$ cat config.mk
export PLATFORM = sky130hd
export DESIGN_NAME = cmd_dispatch
export DESIGN_NICKNAME = d
export VERILOG_FILES = /design/src/rtl/cmd_dispatch.sv
export SDC_FILE = /design/constraint.sdc
export NUM_CORES = 1
export LEC_CHECK = 0
export BUFFER_PORTS_ARGS = -buffer_cell sky130_fd_sc_hd__buf_2
export CORE_MARGIN = 2
export CORE_UTILIZATION = 53
export CTS_CLUSTER_DIAMETER = 30
export DETAILED_ROUTE_END_ITERATION = 8
export PLACE_DENSITY = 0.87
export SYNTH_ARGS = -nofsm -noshare
export SYNTH_HDL_FRONTEND = slang
export SYNTH_SLANG_ARGS = --single-unit
$ cat constraint.sdc
create_clock -name clk -period 2.5 [get_ports clk]
set_clock_uncertainty 0.1 [all_clocks]
set_input_delay 0.5 -clock clk [delete_from_list [all_inputs] [get_ports clk]]
set_output_delay 0.5 -clock clk [all_outputs]
set_load 0.02 [all_outputs]
$ cat src/rtl/cmd_dispatch.sv
// ---------------------------------------------------------------------------
// cmd_dispatch
//   Sequencer behind the 3-byte UART command wrapper. It takes a complete
//   command when the wrapper raises cmd_rdy, clears that flag, updates the
//   flight setpoints, runs the inertial calibration handshake, and returns a
//   1-byte ack (A5) / nack (EE) through the wrapper's response path. It also
//   owns the comm-loss watchdog that zeroes the setpoints when no command
//   arrives for 2**WDOG_W-1 cycles.
//
// Handshakes (all pulse outputs are registered and 1 cycle wide):
//   cmd_rdy is a level owned by the wrapper and is consumed only in IDLE;
//   the clr_cmd_rdy pulse marks the accept cycle. send_resp starts a transmit
//   of resp, which stays stable until resp_sent is seen. strt_cal starts a
//   calibration, and cal_done (any cycle while waiting) completes it.
//
// Ports
//   clk, rst_n        system clock, asynchronous active-low reset
//   cmd_rdy/cmd/data  command from the wrapper
//   clr_cmd_rdy       clears the wrapper's cmd_rdy
//   resp/send_resp    response byte and its transmit start pulse
//   resp_sent         wrapper transmit complete
//   cal_done          inertial calibration complete
//   strt_cal          starts inertial calibration
//   inertial_cal      high while calibration is in progress
//   motors_off        forces motors off (set at reset until a good calibrate)
//   d_ptch/d_roll/d_yaw/thrst  flight setpoints
//   wdog_trip         watchdog expired; setpoints held at zero
// ---------------------------------------------------------------------------
module cmd_dispatch #(
    parameter int WDOG_W  = 26,
    parameter int CAL_TMO = 2**20
) (
    input  logic        clk,
    input  logic        rst_n,
    input  logic        cmd_rdy,
    input  logic [7:0]  cmd,
    input  logic [15:0] data,
    output logic        clr_cmd_rdy,
    output logic [7:0]  resp,
    output logic        send_resp,
    input  logic        resp_sent,
    input  logic        cal_done,
    output logic        strt_cal,
    output logic        inertial_cal,
    output logic        motors_off,
    output logic [15:0] d_ptch,
    output logic [15:0] d_roll,
    output logic [15:0] d_yaw,
    output logic [8:0]  thrst,
    output logic        wdog_trip
);

    localparam logic [7:0] OP_SET_PTCH  = 8'h02;
    localparam logic [7:0] OP_SET_ROLL  = 8'h03;
    localparam logic [7:0] OP_SET_YAW   = 8'h04;
    localparam logic [7:0] OP_SET_THRST = 8'h05;
    localparam logic [7:0] OP_CALIBRATE = 8'h06;
    localparam logic [7:0] OP_EMER_LAND = 8'h07;
    localparam logic [7:0] OP_MTRS_OFF  = 8'h08;

    localparam logic [7:0] ACK  = 8'hA5;
    localparam logic [7:0] NACK = 8'hEE;

    // Calibration counter counts 0..CAL_TMO-1; the last value is the timeout.
    localparam int              CAL_W    = (CAL_TMO > 1) ? $clog2(CAL_TMO) : 1;
    localparam logic [CAL_W-1:0] CAL_LAST = CAL_W'(CAL_TMO - 1);

    // Watchdog saturates at all-ones; the trip fires on the step into it.
    localparam logic [WDOG_W-1:0] WDOG_MAX  = '1;
    localparam logic [WDOG_W-1:0] WDOG_LAST = {{(WDOG_W-1){1'b1}}, 1'b0};

    typedef enum logic [1:0] {
        IDLE     = 2'd0,
        CAL_WAIT = 2'd1,
        SEND     = 2'd2,
        WAIT_TX  = 2'd3
    } state_t;

    state_t            state;
    logic              tx_first;   // first WAIT_TX cycle: resp_sent may be stale
    logic [CAL_W-1:0]  cal_cnt;
    logic [WDOG_W-1:0] wdog_cnt;
    logic              accept;

    assign accept = (state == IDLE) && cmd_rdy;

    always_ff @(posedge clk or negedge rst_n) begin
        if (!rst_n) begin
            state        <= IDLE;
            tx_first     <= 1'b0;
            cal_cnt      <= '0;
            wdog_cnt     <= '0;
            clr_cmd_rdy  <= 1'b0;
            resp         <= 8'h00;
            send_resp    <= 1'b0;
            strt_cal     <= 1'b0;
            inertial_cal <= 1'b0;
            motors_off   <= 1'b1;
            d_ptch       <= '0;
            d_roll       <= '0;
            d_yaw        <= '0;
            thrst        <= '0;
            wdog_trip    <= 1'b0;
        end else begin
            clr_cmd_rdy <= 1'b0;
            send_resp   <= 1'b0;
            strt_cal    <= 1'b0;

            // Watchdog. An accept on the expiry cycle wins: the counter
            // clears and the setpoints are not zeroed. While tripped the
            // setpoints stay zero because only an accept writes them, and an
            // accept also clears the trip.
            if (accept) begin
                wdog_cnt  <= '0;
                wdog_trip <= 1'b0;
            end else if (wdog_cnt != WDOG_MAX) begin
                wdog_cnt <= wdog_cnt + WDOG_W'(1);
                if (wdog_cnt == WDOG_LAST) begin
                    wdog_trip <= 1'b1;
                    d_ptch    <= '0;
                    d_roll    <= '0;
                    d_yaw     <= '0;
                    thrst     <= '0;
                end
            end

            case (state)
                IDLE: begin
                    if (cmd_rdy) begin
                        clr_cmd_rdy <= 1'b1;
                        resp        <= ACK;
                        state       <= SEND;
                        case (cmd)
                            OP_SET_PTCH:  d_ptch <= data;
                            OP_SET_ROLL:  d_roll <= data;
                            OP_SET_YAW:   d_yaw  <= data;
                            OP_SET_THRST: thrst  <= data[8:0];
                            OP_CALIBRATE: begin
                                strt_cal     <= 1'b1;
                                inertial_cal <= 1'b1;
                                cal_cnt      <= '0;
                                state        <= CAL_WAIT;
                            end
                            OP_EMER_LAND: begin
                                d_ptch <= '0;
                                d_roll <= '0;
                                d_yaw  <= '0;
                                thrst  <= '0;
                            end
                            OP_MTRS_OFF:  motors_off <= 1'b1;
                            default:      resp <= NACK;
                        endcase
                    end
                end

                CAL_WAIT: begin
                    // cal_done is tested first so it wins on the timeout cycle.
                    if (cal_done) begin
                        inertial_cal <= 1'b0;
                        motors_off   <= 1'b0;
                        resp         <= ACK;
                        state        <= SEND;
                    end else if (cal_cnt == CAL_LAST) begin
                        inertial_cal <= 1'b0;
                        resp         <= NACK;
                        state        <= SEND;
                    end else begin
                        cal_cnt <= cal_cnt + CAL_W'(1);
                    end
                end

                SEND: begin
                    send_resp <= 1'b1;
                    tx_first  <= 1'b1;
                    state     <= WAIT_TX;
                end

                WAIT_TX: begin
                    tx_first <= 1'b0;
                    if (!tx_first && resp_sent) begin
                        state <= IDLE;
                    end
                end

                default: state <= IDLE;
            endcase
        end
    end

endmodule

---- After elaboration in Yosys (flattened, before gate mapping) ----
Index checks and enable logic that the tools add are counted.
word-level totals
  output and inout port bits .............. 71
  input port bits ......................... 29
  register bits ........................... 120
  logic and storage cells ................. 114
cells by class
  muxes and demuxes ....................... 61
  reduce and logical (&&, ||, !) cells .... 15
  eq/ne operators ......................... 21
  add/subtract/negate cells ............... 2
operator list
  kind                                           count
  two-way mux 16 bit                             15
  one-hot mux 16 bit (2 select lines)            3
  two-way mux 20 bit                             4
  two-way mux 26 bit                             2
  two-way mux 9 bit                              5
  one-hot mux 20 bit (2 select lines)            1
  == test 8 x 3 -> 1 bit, second input constant  4
  adder 26 x 1 -> 26 bit, second input constant  1
  == test 26 bit, second input constant          1
  != test 26 bit, second input constant          1
  two-way mux 8 bit                              3
  adder 20 x 1 -> 20 bit, second input constant  1
  == test 20 bit, second input constant          1
  one-hot mux 9 bit (2 select lines)             1
  == test 8 x 2 -> 1 bit, second input constant  2
  two-way mux 1 bit                              16
  one-hot mux 8 bit (2 select lines)             1
  two-way mux 2 bit                              5
  != test 2 bit, second input constant           5
  == test 8 x 4 -> 1 bit, second input constant  1
  one-hot mux 2 bit (4 select lines)             1
  AND reduction 4 bit                            2
  nonzero test 2 bit                             4
  two-way mux 7 bit                              1
  other kinds (12)                               18

---- Depth between registers and ports, before layout ----
Gate-level depths: netlist (run 1).
  word-level depth ........................ 7
  depth in mapped cells ................... 10
  depth with buffers taken out ............ 8

---- Worst setup path before layout (run 1) ----
OpenSTA, ideal clock, no wires.
  path kind ............................... input to register
  start point ............................. input cmd[2]
  end point ............................... register cal_cnt[15]
  setup slack ............................. 339 ps
  library setup time ...................... 74 ps
  required time ........................... 2326 ps
  stages .................................. 7
  path buffers ............................ 2
  data arrival time ....................... 1986 ps
  path through ............................ clkbuf_1 > nor2b_1 > a41o_1 > nand2_2 > buf_6 > or4_4 > a21oi_2
on the way
  cells in the longest elaborated chain, start to end .. 3
RTL lines
  what                              line  text
  start: declaration                36    input logic [7:0] cmd,
  == test 8 x 3 -> 1 bit            133   case (cmd)
  != test 2 x 1 -> 1 bit (no line)  n/a
  AND reduction 5 bit (no line)     n/a
  end signal: assignment            168   cal_cnt <= cal_cnt + CAL_W'(1);
  end: declaration                  81    logic [CAL_W-1:0] cal_cnt;
Every way passes these cells.
A chain may end at the register's enable or synchronous reset.

---- Final worst setup path (run 1) ----
  start point ............................. register wdog_cnt[9]
  end point ............................... register wdog_cnt[23]
on the way
  cells in the longest elaborated chain, start to end .. 3
  elaborated cells on any way between the ends .. 5
  classes of those cells .................. add/sub (1); eq/ne (1); mux (2); reduce/logical (1)
RTL lines
  what                      line  text
  start: declaration        82    logic [WDOG_W-1:0] wdog_cnt;
  start signal: assignment  117   wdog_cnt <= wdog_cnt + WDOG_W'(1);
  adder 26 x 1 -> 26 bit    117
  two-way mux 26 bit        116   end else if (wdog_cnt != WDOG_MAX) begin
  two-way mux 26 bit        113   if (accept) begin
Parallel ways exist; a longest one is shown, timed or not. The select of a mux whose other input is x is not followed.

==> results by group, run 1 <==
Synthesis
  • Yosys top cell area share: 50.9%
  • Yosys cell types: 59
  • Synth warn: 0
  • Post-synthesis register bit count: approximately 120
  • Sequential area share after synthesis: approximately half
  • Number of synthesized flops with an enable pin: 0
  • Main area contributors after synthesis: dfrtp_1 (51%), a32o_1 (4.8%), a22o_1 (3.3%)
  • Post-synth top area cell: dfrtp_1
  • Async set or reset register ratio after synthesis: 100%
  • Synthesized instance count: 539
  • Syn_area_per_cell: 10.4 um2
  • Prevailing post-synth register cell: dfrtp_1
  • Mapped Area: approximately 5600 um2
  • Post-Syn Nets: 575

Routing
  • Drt via density: between 6 and 7
  • Wire per inst: between 15 and 20 um
  • 1st-iter DRT viols: between 500 and 600
  • WL final: around 15000 um
  • Routed via count: 5037
  • DRT antenna net count: 0
  • Drt drc: 0
  • Drt pass-1 iters: 5

Run status
  • Outcome: completed

Place
  • Placed inst area: approximately 6300 um2
  • Hpwl dp: 9960 um
  • Final Wtd Congestion: 0.873
  • PortBufs: 98

STA
  • Worst hold slack: between 100 and 150 ps
  • Headroom to the max-slew limit: about 43%
  • Slew Viols, Final: 0
  • Fmax: 418 MHz
  • RSZ-0062 raised after global routing: false
  • Final hold viol count: 0
  • Setup-failing EPs final: 0
  • Period utilization: a little over nine tenths
  • Measured slew at the worst slew-check pin: about 860 ps
  • Tmin final: about 2400 ps

Power and ir drop
  • Cell-internal power: ~3.9 mW
  • Power, Total: ~5.8 mW
  • Comb pwr share: between 20% and 30%
  • Clock power frac: 40.4%
  • Pleak: around 3.1 nW
  • Power share of the sequential group: around 38%
  • Switch share: between 30% and 40%
  • Sw Pwr: 1.92 mW
  • PwrDens: roughly 850 nW/um2
  • Peak VDD IR: 440 uV

Critical path
  • Crit path kind: register to register
  • CP startpoint: wdog_cnt[9]
  • Worst-path maximum fanout: 7
  • CP max stage delay: ~750 ps
  • WP data arrival: between 2000 and 3000 ps
  • Crit end category: register
  • CP max stage cell: or4_1
  • Reg2reg path depth: 5
  • Worst R2R Start: wdog_cnt[9]
  • Worst Path Required: approximately 2800 ps
  • Worst path cell trace: nand4_1, or4_1, nor3_2, a31oi_1, a41o_1
  • Crit path launch type: register

CTS
  • Clk_lat worst skew: 520 ps
  • H-tree depth reported by CTS: 4
  • CTS buffer count: 17
  • Maximum root-to-sink buffer count: 2
  • Reg clk slew, reported paths: approximately 60 ps
  • Number of setup buffers added after CTS: 0
  • CTS tree: built
  • Root buf cell: clkbuf_8
  • CTS Sinks: 115

Final layout
  • Design area: approximately 6900 um2
  • Nets: between 600 and 700
  • Antenna cells: 0
  • Layout cells sized above 1: roughly 28%
  • Area grow syn2layout: 22.7%

Global routing
  • Pin count of the biggest net entering global routing: 67
  • First-pass GRT wire length: 24000 um
  • Antenna violations before repair: 0
  • Vias in the first global route: about 4900
  • Grt ovf: 0
  • Global Route Usage Sum: around a quarter

Worst hold path
  • HP Class: primary input to register
  • Hold Path Depth: 2
  • Worst hold start: data[10]

Die
  • Core area: just over 10000 um2
  • DIE WIDTH: 107 um
  • Total die area: 11400 um2
  • Num rows: 37
  • Boundary Pins: 100
  • Initial core utilization: a little over half
  • Height of the die: between 100 and 150 um

Job
  • Max-cap violations: 0
cell usage after synthesis (3+ instances only):
| cell | count |
|---|---|
| dfrtp_1 | 114 |
| nor2_1 | 41 |
| nand2_1 | 39 |
| a21oi_1 | 31 |
| a32o_1 | 27 |
| nand3_1 | 27 |
| clkbuf_1 | 25 |
| a22o_1 | 21 |
| o21ai_0 | 16 |
| or4_1 | 15 |
| xnor2_1 | 15 |
| o31ai_1 | 13 |
| nand4_1 | 12 |
| and3_1 | 10 |
| inv_1 | 10 |
| nor4_1 | 9 |
| o2bb2ai_1 | 9 |
| buf_2 | 8 |
| nor3_1 | 8 |
| ha_1 | 7 |
| buf_4 | 6 |
| o211ai_1 | 5 |
| a21oi_2 | 4 |
| a31oi_1 | 4 |
| nor2b_1 | 4 |
| or3_1 | 4 |
| a31o_2 | 3 |
| a41o_1 | 3 |
| and2_1 | 3 |
| buf_6 | 3 |
| nand3b_1 | 3 |
| nor3_2 | 3 |
| nor3b_2 | 3 |
| or2_2 | 3 |
metal layers:
| layer | global-route usage, % | share of wire, % |
|---|---|---|
| met4 | 11.8 | 2.7 |
| met1 | 34.1 | 40 |
| met5 | 0 | 0 |
| met2 | 43.8 | 51 |
| met3 | 5.53 | 6.3 |
cell families after synthesis:
family	after synthesis	synth area share, %
buffers and inverters	53	4.56
adder cells (fa/ha/maj)	7	1.56
other	1	0.0670
AO/OA/AOI/OAI	145	19.6
AND/OR/NAND/NOR	200	20.0
flip-flops	115	51.4
multiplexers	2	0.380
XOR/XNOR	16	2.50
path summary, 6_finish.rpt:
check / slack (ps) / endpoint
setup / recovery: 110 / wdog_cnt[23]
hold / removal: 130 / d_ptch[10]
setup reg to reg: 110 / wdog_cnt[23]
hold reg to reg: 390 / d_ptch[1]
max in group asynchronous: 1140 / motors_off
min in group asynchronous: 420 / d_ptch[12]
placed cells by master, fill, tap and decap left out, types with 4 or more instances in the layout:
cell type  netlist  final
a21oi_1         31     30
nor4_1           9      8
nand4_1         12     12
nor3_1           8      8
buf_4            6     26
o211ai_1         5      5
or4_1           15     15
clkinv_4         0      5
or3_1            4      4
a32o_1          27     27
nor2_1          41     41
clkbuf_16        0     16
nand2_1         39     39
and3_1          10     10
o2bb2ai_1        9      9
dfrtp_1        114    114
nand3_1         27     27
nor2b_1          4      4
o31ai_1         13     13
a31oi_1          4      4
buf_2            8     97
inv_1           10      9
ha_1             7      6
xnor2_1         15     15
a22o_1          21     21
a21oi_2          4      5
o21ai_0         16     16
power by group through the flow:
stage | combinational [mW] | clock [mW] | sequential (mW)
floorplan | 0.803 | 0 | 2.25
global placement | 1.16 | 0 | 2.20
detailed placement | 1.22 | 0 | 2.21
CTS | 1.24 | 2.37 | 2.18
global route | 1.39 | 2.45 | 2.21
finish | 1.27 | 2.35 | 2.19
final cells by class:
cell class / instances / area, um2
Multi-Input combinational cell: 371 / 2480
Clock buffer: 17 / 414
Inverter: 10 / 37.5
Fill cell: 759 / 3410
Tap cell: 136 / 170
Timing Repair Buffer: 126 / 731
Sequential cell: 115 / 2880
Clock inverter: 14 / 155
flip-flops by register name (all words and copies together) (netlist names), 2 cells and up:
signal / count
d_ptch: 16
resp: 3
cal_cnt: 20
thrst: 9
d_roll: 16
d_yaw: 16
wdog_cnt: 26
state: 2
critical path: cells and delay by family, from the launching register on:
| family | cells | cell delay (ps) |
|---|---|---|
| simple gates | 3 | 1380 |
| flops | 1 | 410 |
| compound gates | 2 | 390 |
timing repair:
action,4_1_cts,5_1_grt
setup endpoints to repair,7,25
pin swaps,0,1
gates resized for setup,1,3
hold buffers,1,0
cloned,0,0
hold endpoints to repair,37,0
metrics by stage:
step	setup slack, ps	TNS (ps)	cells	util [%]
finish	110	0	789	66.8
global route	49.2	0	789	66.8
floorplan	339	0	539	-
global placement	138	0	757	61.0
detailed placement	-14.0	-14.0	757	61.0
CTS	46.9	0	789	66.7
Power figures use the tool's default switching activity.
==> inputs of run 2 (changes only) <==
CORE_UTILIZATION = 25   (was 53)
PLACE_DENSITY = 0.53   (was 0.87)
==> run 2 against run 1 <==
- clock power barely moved
- design area is 2.8% higher
- maximum frequency rose by 3.4%
- via count fell by 7.5%
- total power hardly changed
- critical path depth grew 4
- first-iteration DRC count is 35% lower
- sequential share of layout area shrank 1.1 points
- sequential power is essentially flat
- sequential cell count stayed put
- final cell count up 18%
- critical path type unchanged
- critical endpoint is now cal_cnt[19]
==> results by group, run 2 (synthesized netlist as in run 1, its figures left out) <==
Run status
  • Outcome: completed

Job
  • Max-cap violations: 0 (unchanged)

Critical path
  • WP data arrival: 2530 ps (-170 ps)
  • CP delay by family, top: simple AND/OR/NAND/NOR gates
  • Crit end category: register
  • Crit path launch type: register
  • CP startpoint: state[0]
  • Stages on worst setup path: 9 (+4)
  • Reg2reg path depth: 9 (+4)
  • Crit path kind: register to register
  • Worst r2r dst: cal_cnt[19]
  • Worst path cell trace: inv_1, ha_1, buf_4, inv_1, a41o_1, nand2_2, buf_12, or4_1, a21oi_1
  • CP max stage cell: or4_1
  • Worst-path maximum fanout: 39 (+32)
  • Crit path to: cal_cnt[19]
  • CP max stage delay: 500 ps (-250 ps)
  • Worst R2R Start: state[0]
  • Reg2Reg Setup Slack: 190 ps (+80 ps)
  • CP most frequent cell: inv_1
  • CP Buf/Inv Count: 4 (+4)
  • Worst Path Required: 2720 ps (-90 ps)

Final layout
  • Most common cell after layout, fill and taps aside: dfrtp_1
  • Largest regs: wdog_cnt x26, cal_cnt x20
  • Nets: 675 (-0.30%)
  • Most flop-heavy register: wdog_cnt
  • Layout cells sized above 1: 28.4% (-0.11 points)
  • Max reg flops: 26 (unchanged)
  • Most frequent cells in the layout: dfrtp_1 (114), buf_2 (97), nor2_1 (41)
  • # fillers: 2279 (+200%)
  • Antenna cells: 0 (unchanged)
  • Area grow syn2layout: 26.1%

Routing
  • Drt drc: 0 (unchanged)
  • WL final: 14800 um (-1.1%)
  • 1st-iter DRT viols: 329 (-35%)
  • Wire per inst: 15.9 um (-16%)
  • Routed via count: 4657 (-7.5%)
  • Drt via density: 5.00 (-22%)
  • Drt pass-1 iters: 4 (-1)
  • DRT antenna net count: 0 (unchanged)

STA
  • Tmin final: 2310 ps (-79.0 ps)
  • Final setup TNS: 0 ps (unchanged)
  • Fmax: 433 MHz (+3.4%)
  • Slew Viols, Final: 0 (unchanged)
  • Headroom to the max-slew limit: 46.0% (+3.4 points)
  • RSZ-0062 raised after global routing: false
  • Measured slew at the worst slew-check pin: 810 ps (-51.6 ps)
  • Period utilization: 92.5% (-3.2 points)
  • Final hold viol count: 0 (unchanged)
  • Setup-failing EPs final: 0 (unchanged)

Power and ir drop
  • PwrDens: 824 nW/um2 (-2.6%)
  • Pleak: 3.15 nW (about the same)
  • Peak VDD IR: 433 uV (-1.7%)
  • Power, Total: 5.82 mW (about the same)

Die
  • Height of the die: 154 um (+44%)
  • Boundary Pins: 100 (unchanged)
  • DIE WIDTH: 154 um (+44%)
  • Core area: 21900 um2 (+110%)
  • Num rows: 54 (+46%)
  • Total die area: 23600 um2 (+110%)
  • Initial core utilization: 25.6% (-29 points)

CTS
  • Clk_lat worst skew: 410 ps (-110 ps)
  • CTS tree: built
  • Reg clk slew, reported paths: 60 ps (about the same)
  • H-tree depth reported by CTS: 4 (unchanged)
  • Cts hold-fix bufs: 0 (-1)
  • Maximum root-to-sink buffer count: 2 (unchanged)
  • CTS buffer count: 17 (unchanged)
  • Root buf cell: clkbuf_16
  • CTS Sinks: 115 (unchanged)

Global routing
  • Met3 capacity usage during global routing: 3.38% (-2.1 points)
  • Antenna violations before repair: 0 (unchanged)
  • Met1 GRT Util: 17.8% (-16 points)
  • Top Usage Layer GRT: met2
  • Pin count of the biggest net entering global routing: 116 (+73%)
  • First-pass GRT wire length: 24500 um (+2.0%)
  • Met2 GRT Util: 19.9% (-24 points)
  • Global Route Usage Sum: 12.8% (-14 points)
  • Grt ovf: 0 (unchanged)
  • Vias in the first global route: 4507 (-7.5%)

Worst hold path
  • HP Class: primary input to async pin

Place
  • Hpwl dp: 10100 um (+1.2%)
  • Final Wtd Congestion: 0.804 (-7.9%)
  • PortBufs: 98 (unchanged)
run 2: area by class of cell:
class | count | area [um2] | area share (%)
clock buffers | 19 | 443 | 6.27
clock inverters | 13 | 136 | 1.93
inverters | 10 | 37.5 | 0.532
multi-input cells | 371 | 2490 | 35.2
flip-flops and latches | 115 | 2880 | 40.8
well taps | 280 | 350 | 4.96
repair buffers | 124 | 726 | 10.3
run 2: report_power, final:
part           internal, mW  switching (mW)  leakage, nW  total, mW
Clock                  1.49           0.893        0.275       2.38
Combinational         0.451           0.801         1.30       1.25
Sequential             2.03           0.154         1.57       2.18
Total                  3.97            1.85         3.15       5.82
run 2: layer usage:
layer | vias up | part of all wire, % | wire length, um
met4 | 0 | 0.97 | 143
met2 | 93 | 47 | 6990
met1 | 2315 | 49 | 7220
li1 | 2237 | - | -
met3 | 12 | 3.1 | 456
met5 | - | 0 | 0
run 2: per-stage QoR:
| step | instances | util (%) | setup WS (ps) | cell area [um2] | hold WS [ps] |
|---|---|---|---|---|---|
| 2_1_floorplan | 539 | - | 339 | 5600 | 104 |
| 6_report | 932 | 32.3 | 189 | 7060 | 47.4 |
| 3_3_place_gp | 900 | 29.5 | 52.6 | 6460 | 368 |
| 4_1_cts | 932 | 32.2 | 149 | 7040 | 104 |
| 3_5_place_dp | 900 | 29.5 | 34.5 | 6460 | 372 |
| 5_1_grt | 932 | 32.3 | 16.2 | 7060 | 116 |
run 2: worst min-delay path by stage:
stage / slack [ps] / endpoint / start / cells after the start
finish: 50 / d_yaw[10] / rst_n / 2
global route: 120 / d_yaw[15] / rst_n / 2
CTS: 100 / tx_first / rst_n / 2
detailed placement: 370 / d_ptch[4] / d_ptch[4] / 1
global placement: 370 / d_ptch[5] / d_ptch[5] / 1
floorplan: 100 / cal_cnt[0] / rst_n / 0
run 2: repair_timing:
item	in CTS	in global routing
setup endpoints to repair	0	6
setup buffers	0	0
gates resized for setup	0	3
run 2: worst reg2reg max path: stages (launching register included):
cell and delay [ps]:
dfrtp_1 380, inv_1 90, ha_1 210, buf_4 160, inv_1 150, a41o_1 170
nand2_2 80, buf_12 170, or4_1 510, a21oi_1 190
==> inputs of run 3 (changes only) <==
--- a/config.mk
+++ b/config.mk
@@ -7,5 +7,4 @@
 export LEC_CHECK = 0
 export BUFFER_PORTS_ARGS = -buffer_cell sky130_fd_sc_hd__buf_2
-export CORE_MARGIN = 2
 export CORE_UTILIZATION = 25
 export CTS_CLUSTER_DIAMETER = 30
==> constraint.sdc (replaced) <==
create_clock -name clk -period 2.4 [get_ports clk]
set_clock_uncertainty 0.1 [all_clocks]
set_input_delay 0.36 -clock clk [delete_from_list [all_inputs] [get_ports clk]]
set_output_delay 0.36 -clock clk [all_outputs]
set_load 0.02 [all_outputs]
==> run 3 against run 2 <==
- sequential power is 4% higher
- first-iteration DRC count shrank 27%
- final cell count up 1.9%
- routed wire length fell by 0.44%
- utilization up 0.91 points
- largest cell class unchanged
- largest power group unchanged
- clock-buffer cell count rose by 1
- worst hold slack gained 54 ps
- critical path depth down 4
- via count up 1.1%
- global-route usage increased by 0.81 points
- sequential share of layout area is 1.1 points lower
- combinational power rose by 7%
==> results by group, run 3 (synthesized netlist as in run 1, its figures left out) <==
Run status
  • Outcome: completed

CTS
  • CTS Sinks: 115 (unchanged)
  • Maximum root-to-sink buffer count: 2 (unchanged)
  • Clk_lat worst skew: 410 ps (about the same)
  • H-tree depth reported by CTS: 4 (unchanged)
  • Number of setup buffers added after CTS: 0 (unchanged)
  • Reg clk slew, reported paths: 50 ps (about the same)
  • Root buf cell: clkbuf_16
  • CTS tree: built
  • CTS buffer count: 17 (unchanged)

Final layout
  • Nets: 693 (+2.7%)
  • Max reg flops: 26 (unchanged)
  • Fin util: 33.2% (+0.91 points)
  • Area grow syn2layout: 29.7%
  • Antenna cells: 0 (unchanged)
  • Most frequent cells in the layout: dfrtp_1 (114), buf_2 (97), buf_4 (42)
  • Post-route insts no fill: 950 (+1.9%)
  • # fillers: 2250 (-1.3%)
  • Layout cells sized above 1: 30.3% (+1.9 points)
  • Most common cell after layout, fill and taps aside: dfrtp_1
  • Most flop-heavy register: wdog_cnt
  • Largest regs: wdog_cnt x26, cal_cnt x20

Routing
  • Routed via count: 4708 (+1.1%)
  • 1st-iter DRT viols: 239 (-27%)
  • Drt via density: 4.96 (-0.82%)
  • WL final: 14700 um (-0.44%)
  • Drt pass-1 iters: 4 (unchanged)
  • DRT antenna net count: 0 (unchanged)
  • Wire per inst: 15.5 um (-2.3%)
  • Drt drc: 0 (unchanged)

Die
  • Total die area: 23000 um2 (-2.6%)
  • DIE WIDTH: 152 um (-1.3%)
  • Num rows: 54 (unchanged)
  • Height of the die: 152 um (-1.3%)
  • Core area: 21900 um2 (unchanged)
  • Initial core utilization: 25.6% (unchanged)
  • Boundary Pins: 100 (unchanged)

Critical path
  • Worst-path maximum fanout: 7 (-82%)
  • Crit path kind: register to register
  • Crit path launch type: register
  • Worst Path Required: 2600 ps (-120 ps)
  • WP data arrival: 2430 ps (-100 ps)
  • Crit end category: register

Global routing
  • Global Route Usage Sum: 13.7% (+0.81 points)
  • Vias in the first global route: 4633 (+2.8%)
  • Pin count of the biggest net entering global routing: 40 (-66%)
  • Antenna violations before repair: 0 (unchanged)
  • First-pass GRT wire length: 24600 um (+0.76%)
  • Grt ovf: 0 (unchanged)

STA
  • RSZ-0062 raised after global routing: false
  • Tmin final: 2230 ps (-82.4 ps)
  • Fmax: 449 MHz (+3.7%)
  • Final hold viol count: 0 (unchanged)
  • Slew Viols, Final: 0 (unchanged)
  • Setup-failing EPs final: 0 (unchanged)
  • Headroom to the max-slew limit: 42.1% (-3.9 points)
  • Period utilization: 92.9% (+0.42 points)
  • Measured slew at the worst slew-check pin: 869 ps (+58.7 ps)
  • Worst hold slack: 101 ps (+53.9 ps)
  • Final setup TNS: 0 ps (unchanged)

Place
  • Final Wtd Congestion: 0.748 (-6.9%)
  • PortBufs: 98 (unchanged)
  • Cells after DPL: 917 (+1.9%)
  • Hpwl dp: 10400 um (+3.2%)

Worst hold path
  • HP Class: primary input to register

Power and ir drop
  • Pleak: 3.28 nW (+4.1%)
  • PwrDens: 892 nW/um2 (+8.2%)
  • Peak VDD IR: 434 uV (+0.27%)
  • Power, Total: 6.47 mW (+11%)

Job
  • Max-cap violations: 0 (unchanged)
## run 3: through the flow
step	setup WS [ps]	instance area (um2)
6_report	171	7260
4_1_cts	119	7260
5_1_grt	10.9	7260
2_1_floorplan	254	5600
3_3_place_gp	116	6580
3_5_place_dp	129	6580
## run 3: worst paths after layout
kind	slack, ps	startpoint	endpoint	cells after the start
max	170	wdog_cnt[10]	wdog_cnt[20]	5
min	100	data[15]	d_ptch[15]	2
max reg2reg	170	wdog_cnt[10]	wdog_cnt[20]	5
min reg2reg	380	d_ptch[3]	d_ptch[3]	1
max in group asynchronous	1150	rst_n	cal_cnt[13]	3
min in group asynchronous	350	rst_n	d_yaw[10]	2
## run 3: critical path, cell delays in order (launching register included)
cell     delay (ps)
dfrtp_1         400
nand4_1         220
or4_1           740
nor3_2          330
a31oi_1         120
a41o_1          210
## run 3: what timing repair did
| action | 4_1_cts | 5_1_grt |
|---|---|---|
| endpoints found under the hold margin | 33 | 0 |
| resized for setup | 0 | 1 |
| hold buffers | 1 | 0 |
| setup endpoints to repair | 0 | 7 |
## run 3: cell type report
type	instances	area, um2	share of cell area (%)
sequential	115	2880	39.7
tap	280	350	4.83
multi-input combinational	371	2470	34.1
clock inverter	12	201	2.77
timing repair buffer	142	851	11.7
inverter	10	37.5	0.517
clock buffer	20	467	6.43
## run 3: report_power, final
part	switching (mW)	internal, mW
sequential	0.156	2.11
combinational	0.843	0.502
clock	0.931	1.93
total	1.93	4.54
## run 3: layer usage
metal  track usage [%]  up-vias  part of all wire (%)
met1              18.3     2337                    48
met3              2.99       12                   4.1
met5                 0        -                     0
li1                  -     2272                     -
met2              21.5       87                    47
met4              4.90        0                   1.3
